`config.mk`:
```
export PLATFORM = sky130hd
export DESIGN_NAME = demux8_buf
export DESIGN_NICKNAME = d
export VERILOG_FILES = /design/src/rtl/demux8_pkg.sv /design/src/rtl/demux8_buf_slot.sv /design/src/rtl/demux8_buf.sv
export SDC_FILE = /design/constraint.sdc
export NUM_CORES = 1
export LEC_CHECK = 0
export ABC_AREA = 0
export CORE_ASPECT_RATIO = 1.2
export CORE_MARGIN = 1.5
export CORE_UTILIZATION = 43
export CTS_CLUSTER_DIAMETER = 80
export DETAILED_ROUTE_END_ITERATION = 12
export PLACE_DENSITY = 0.77
export SYNTH_ARGS = -nofsm -noshare
export SYNTH_HDL_FRONTEND = slang
export SYNTH_SLANG_ARGS = --single-unit
export TNS_END_PERCENT = 1
```
`constraint.sdc`:
```
create_clock -name clk -period 5.7 [get_ports clk]
set_input_delay 1.14 -clock clk [delete_from_list [all_inputs] [get_ports clk]]
set_output_delay 1.14 -clock clk [all_outputs]
set_load 0.02 [all_outputs]
```
`src/rtl/demux8_pkg.sv`:
```
// Shared definitions for the eight-channel demultiplexer.
//   chan_sel_t : 3-bit channel select
//   NUM_CHAN   : number of output channels
//   CNT_W      : width of the occupancy count (holds 0..8)
//   count_ones : population count of a channel mask
package demux8_pkg;

  typedef logic [2:0] chan_sel_t;

  localparam int NUM_CHAN = 8;
  localparam int CNT_W    = 4;

  function automatic logic [CNT_W-1:0] count_ones(input logic [NUM_CHAN-1:0] v);
    logic [CNT_W-1:0] sum;
    sum = '0;
    for (int i = 0; i < NUM_CHAN; i++) begin
      sum = sum + CNT_W'(v[i]);
    end
    return sum;
  endfunction

endpackage

```
`src/rtl/demux8_buf_slot.sv`:
```
// One-entry holding slot (EMPTY/FULL) for a single demux channel.
// Ports:
//   clk, rst : rising-edge clock, synchronous active-high reset
//   wr       : load wdata this cycle (takes priority, so write+drain stays FULL)
//   rd       : consumer takes the word this cycle
//   wdata    : word to load
//   valid    : slot is FULL
//   rdata    : slot contents; holds the last word while EMPTY
module slot_reg #(
  parameter int width = 16
) (
  input  logic             clk,
  input  logic             rst,
  input  logic             wr,
  input  logic             rd,
  input  logic [width-1:0] wdata,
  output logic             valid,
  output logic [width-1:0] rdata
);

  // NOTE: state is updated with non-blocking assignments so every slot
  // samples the same pre-edge values regardless of evaluation order.
  always_ff @(posedge clk) begin
    if (rst) begin
      valid <= 1'b0;
      // NOTE: the data register is reset too, so out_data reads zero out of
      // reset; a drain alone never clears it.
      rdata <= '0;
    end else if (wr) begin
      valid <= 1'b1;
      rdata <= wdata;
    end else if (rd) begin
      valid <= 1'b0;
    end
  end

endmodule

```
`src/rtl/demux8_buf.sv`:
```
// Single-stream to eight-channel demultiplexer with one registered slot per
// channel. The producer word is steered into slot in_sel; each consumer
// drains its own slot with a valid/ready handshake.
// Ports:
//   clk, rst   : rising-edge clock, synchronous active-high reset
//   in_valid   : producer has a word
//   in_ready   : word accepted when in_valid && in_ready (combinational)
//   in_sel     : destination channel 0..7
//   in_data    : word to deliver
//   out_valid  : bit i set while slot i is FULL
//   out_ready  : bit i, consumer i takes slot i this cycle
//   out_data   : slot contents, element i valid while out_valid[i]
//   occupied   : registered count of FULL slots, 0..8
module demux8_buf
  import demux8_pkg::*;
#(
  parameter int width = 16
) (
  input  logic                  clk,
  input  logic                  rst,
  input  logic                  in_valid,
  output logic                  in_ready,
  input  logic [2:0]            in_sel,
  input  logic [width-1:0]      in_data,
  output logic [7:0]            out_valid,
  input  logic [7:0]            out_ready,
  output logic [7:0][width-1:0] out_data,
  output logic [CNT_W-1:0]      occupied
);

  chan_sel_t           sel;
  logic                accept;
  logic [NUM_CHAN-1:0] wr_vec;
  logic [NUM_CHAN-1:0] drain;
  logic [CNT_W-1:0]    inc;
  logic [CNT_W-1:0]    dec;

  assign sel = in_sel;

  // A full slot accepts a new word only when its consumer drains it in the
  // same cycle; in_valid deliberately plays no part here.
  assign in_ready = !out_valid[sel] || out_ready[sel];
  assign accept   = in_valid && in_ready;
  assign drain    = out_valid & out_ready;

  // NOTE: every combinational output gets a default first, so no path can
  // leave it unassigned and infer a latch.
  always_comb begin
    wr_vec = '0;
    if (accept) begin
      wr_vec[sel] = 1'b1;
    end
  end

  for (genvar i = 0; i < NUM_CHAN; i++) begin : g_slot
    slot_reg #(.width(width)) u_slot (
      .clk   (clk),
      .rst   (rst),
      .wr    (wr_vec[i]),
      .rd    (out_ready[i]),
      .wdata (in_data),
      .valid (out_valid[i]),
      .rdata (out_data[i])
    );
  end

  // A refill of a draining slot is net zero, so it neither increments nor
  // counts as a drain.
  assign inc = CNT_W'(accept && !out_valid[sel]);
  assign dec = count_ones(drain & ~wr_vec);

  always_ff @(posedge clk) begin
    if (rst) begin
      occupied <= '0;
    end else begin
      occupied <= occupied + inc - dec;
    end
  end

endmodule

```
### Word level (Yosys, flattened, before mapping)

Cells that the tools add are included.

| storage, ports and cells | value |
|---|---|
| logic and storage cells | 67 |
| output and inout port bits | 141 |
| bits in registers | 140 |

| cells by class | value |
|---|---|
| add/subtract/negate cells | 9 |
| reduce and logical (&&, ||, !) cells | 13 |
| multiplexer cells | 23 |
| order comparisons | 2 |
| bitwise gates (word level) | 3 |

Operators by type and width:

| operator | number |
|---|---|
| $add A4 B1 Y4 | 5 |
| $mux W1 | 19 |
| $and A8 B8 Y8 | 2 |
| $reduce_bool A2 Y1 | 8 |
| $mux W8 | 1 |
| $not A8 Y8 | 1 |
| $bmux W1 S3 | 2 |
| $add A3 B1 Y4 | 1 |
| $lt A3 B4 Y1 const B | 1 |
| $sub A4 B4 Y4 | 1 |
| $add A2 B1 Y3 | 1 |
| $demux W1 S3 | 1 |
| $ge A3 B1 Y1 const B | 1 |
| $logic_and A1 B1 Y1 | 3 |
| $add A1 B1 Y2 | 1 |
| $logic_not A1 Y1 | 1 |
| $logic_or A1 B1 Y1 | 1 |

### Logic depth before layout (Yosys ltp)

| depth | value |
|---|---|
| word-level depth | 16 |
| depth in mapped cells | 19 |
| depth with buffers taken out | 16 |

### Hierarchy

A second synthesis with hierarchy kept.

| unflattened totals | value |
|---|---|
| cells, all modules | 523 |
| area total of the unflattened synthesis | 5649.2 um2 |

By module, submodules not included:

| module | cells each | instances | area each (um2) | seq. area each (um2) |
|---|---|---|---|---|
| slot_reg | 56 | 8 | 616.8 | 340.3 |
| demux8_buf | 75 | 1 | 714.4 | 80.1 |

### Worst setup path before layout

Ideal clock, no wire load.

| timing path | value |
|---|---|
| path kind | in2reg |
| start point | input port in_sel[2] |
| end point | register occupied[3] |
| slack | 0.200 ns |
| cell stages on the path | 19 |
| library setup time | 0.127 ns |
| data arrival time | 5.373 ns |
| cells stage by stage | buf_2 -> mux4_2 -> mux2i_1 -> o31a_1 -> buf_2 -> buf_6 -> buf_2 -> o211ai_1 -> fa_1 -> fa_1 -> inv_1 -> fa_1 -> fa_1 -> inv_1 -> ha_1 -> ha_1 -> xnor2_1 -> xnor2_1 -> nor2_1 |

| between the ends | value |
|---|---|
| cells in the longest elaborated chain, start to end | 16 |

RTL lines:

| element | line | RTL |
|---|---|---|
| start: declaration | demux8_buf.sv:23 | `input logic [2:0] in_sel,` |
| parallel branches: the longest is 15 deep, another holds $lt A3 B4 Y1 | -- |  |
| $sub A4 B4 Y4 (*) | demux8_buf.sv:76 | `occupied <= occupied + inc - dec;` |
| end signal: assignment | demux8_buf.sv:76 |  |
| end: declaration | demux8_buf.sv:28 | `output logic [CNT_W-1:0] occupied` |

Mark *: on every way between the ends. The select of a mux whose other input is x is not followed.
A chain may end at the register's enable or synchronous reset.

### Final worst setup path

| timing path | value |
|---|---|
| start point | input port in_sel[1] |
| end point | register occupied[3] |

Same word-level chain as after synthesis.

==> impl_metrics.tcl <==
set metrics [dict create \
    insertion_delay_ps 420 \
    clkSinkCount 140 \
    grt_most_used_layer "met2" \
    rsz0062_at_grt "no" \
    cts_buffers 17 \
    grt_max_degree 67 \
    globalRouteTotalUtil 0.2739 \
    power_density_nw_per_um2 287.6 \
    cpPeakStageDelay_ps 640 \
    synthCells 584 \
    final.min_clock_period_ps 5382 \
    die_w_um 109.6 \
    gr-usage-met3 0.07391 \
    rows 46 \
    grt_pass1_vias 5398 \
    drv_cap 0 \
    critPathKind "in2reg" \
    ir_drop_v 0.0001521 \
    die_y_um 131.0 \
    grt_overflow 0 \
    tns_ps 0 \
    crit_fanout 7 \
    cts_hold_buf 0 \
    ys_ff_latch 140 \
    p_leak_uw 0.002735 \
    syn_nets 627 \
    period_share 0.9441 \
    ys_seq_area_frac 0.4777 \
    drive_gt1_frac 0.1252 \
    grt_pass1_wl_mm 29.16 \
    synthToLayoutAreaGrowth_pct 39.90 \
    drtPass1Iterations 5 \
    gp_congestion 0.9582 \
    numPortBuffers 170 \
    path_common_cell "fa_1" \
    start_util 0.4413 \
    cts_root_buf "clkbuf_16" \
    worstPathRequired_ps 5990 \
    slew_headroom 0.1027 \
    reg2reg_slack_ps 1440 \
    antenna_found_initial 1 \
    fin_skew_ps 14.38 \
    mostFrequentLayoutCells "170 x clkdlybuf4s50_1, 140 x dfxtp_1, 131 x nand2_1" \
    dp_hpwl_mm 13.10 \
    hold_class "reg2reg" \
    use_met1 0.3332 \
    cts_resized 0 \
    syn_area_per_cell_um2 10.05 \
    whs_ps 465.6 \
    synth_edf_count 0 \
    end_kind "flip-flop" \
    drt-vias-per-instance 6.147 \
    path_delay_family "adder cells" \
    cp_slowest_cell "clkdlybuf4s50_1" \
    io_pins 171 \
    num_vias 5600 \
    cts_tree "built" \
    netlist_area_um2 5867 \
    diodes 0 \
    routedWlPerCell_um 21.43 \
    worstMarginPinSlew_ps 1335 \
    post-route-drc-count 0 \
    worstPathArrival_ps 5670 \
    final_hold_viol_count 0 \
    clk_pin_slew_ps 60 \
    wl_mm 19.52 \
    cts_buffer_depth 2 \
    async_flop_share 0 \
    status "completed" \
    setup_viol_count_final 0 \
    slew_violations 0 \
    path_cells "clkdlybuf4s50_1 -> mux4_2 -> mux2i_1 -> o31a_2 -> o211ai_1 -> fa_1 -> fa_1 -> inv_1 -> fa_1 -> fa_1 -> inv_1 -> ha_1 -> ha_1 -> xnor2_1 -> xnor2_1 -> nor2_1" \
    ant_nets 0 \
    drtIter0Drc 532 \
    htreeDepth 4 \
    layout_commonest_cell "clkdlybuf4s50_1" \
    post_cts_buffers 0 \
    design.core.area_um2 13300 \
    fin_nets 773 \
    synth-warning-count 0 \
    timing.fmax_mhz 185.8 \
    ys.flop_type "dfxtp_1" \
    ys_types 37 \
    die_area_um2 14360 \
    use_met2 0.4410 \
    critPathBufInv 3 \
    cp-start-kind "input pin" \
    final_util 0.6174 \
]
[cell type report]
type / count / area, um^2
Sequential cell: 140 / 2803
Fill cell: 1097 / 5087
Timing Repair Buffer: 201 / 1934
Inverter: 11 / 41.29
Clock buffer: 20 / 446.7
Tap cell: 168 / 210.2
Clock inverter: 12 / 113.9
Multi-Input combinational cell: 359 / 2659
[layer usage]
metal	share of wire	vias up
met5	0.00087	-
met4	0.031	2
met3	0.084	53
met2	0.50	292
met1	0.38	2758
li1	-	2495
[registers in the layout (all words and copies together), names as in the netlist]
signal and flops:
g_slot.u_slot.valid 8, occupied 4, g_slot.u_slot.rdata 128
[through the flow]
stage | std cells | instance area [um^2] | worst slack, ps | total power (uW)
6_report | 911 | 8208 | 318.5 | 2361
3_5_place_dp | 877 | 7632 | -81.41 | 1336
4_1_cts | 909 | 8193 | 335.9 | 2365
2_1_floorplan | 584 | 5867 | 199.5 | 1204
3_3_place_gp | 877 | 7632 | 98.13 | 1326
5_1_grt | 911 | 8208 | 103.5 | 2435
[synth_stat cells (7+ instances only)]
cell,instances,area share
buf_2,23,0.020
o32ai_1,118,0.18
o32ai_2,10,0.028
clkbuf_1,22,0.014
o31ai_1,8,0.010
or3b_2,8,0.012
buf_1,16,0.010
inv_1,10,0.0064
nand2b_1,17,0.018
nand2_1,131,0.084
buf_4,8,0.010
ha_1,7,0.015
dfxtp_1,140,0.48
[logic make-up after synthesis]
kind of cell               after synthesis  synth area share
xor gates and xnor gates                 3          0.004479
and+or+nand+nor                        182            0.1525
muxes                                    5           0.01280
DFF                                    140            0.4777
buffers and inverters                   85           0.07080
adders and majority gates               13           0.03540
AOI/OAI and AO/OA                      156            0.2463
[power breakdown]
part	switching [uW]	internal [uW]
clock network	426	614
registers	22.1	1010
logic	168	121
[worst reg2reg max path, stage by stage (launching register included)]
cell and delay [ps]:
dfxtp_1 360, mux2i_1 250, o32ai_4 140, o31a_2 410
buf_4 170, o211a_1 240, fa_1 450, inv_1 70
ha_1 130, inv_1 50, fa_1 410, fa_1 520
inv_1 60, ha_1 300, ha_1 210, xnor2_1 180
xnor2_1 140, nor2_1 50
[worst paths after layout]
kind                                                start                         to  cells after the start
worst max-delay path                            in_sel[1]                occupied[3]                     16
worst min-delay path            g_slot[1].u_slot.rdata[1]  g_slot[1].u_slot.rdata[1]                      2
worst max register to register     g_slot[4].u_slot.valid                occupied[3]                     17
worst min register to register  g_slot[1].u_slot.rdata[1]  g_slot[1].u_slot.rdata[1]                      2
No activity file was read; power rests on OpenSTA's default activity.
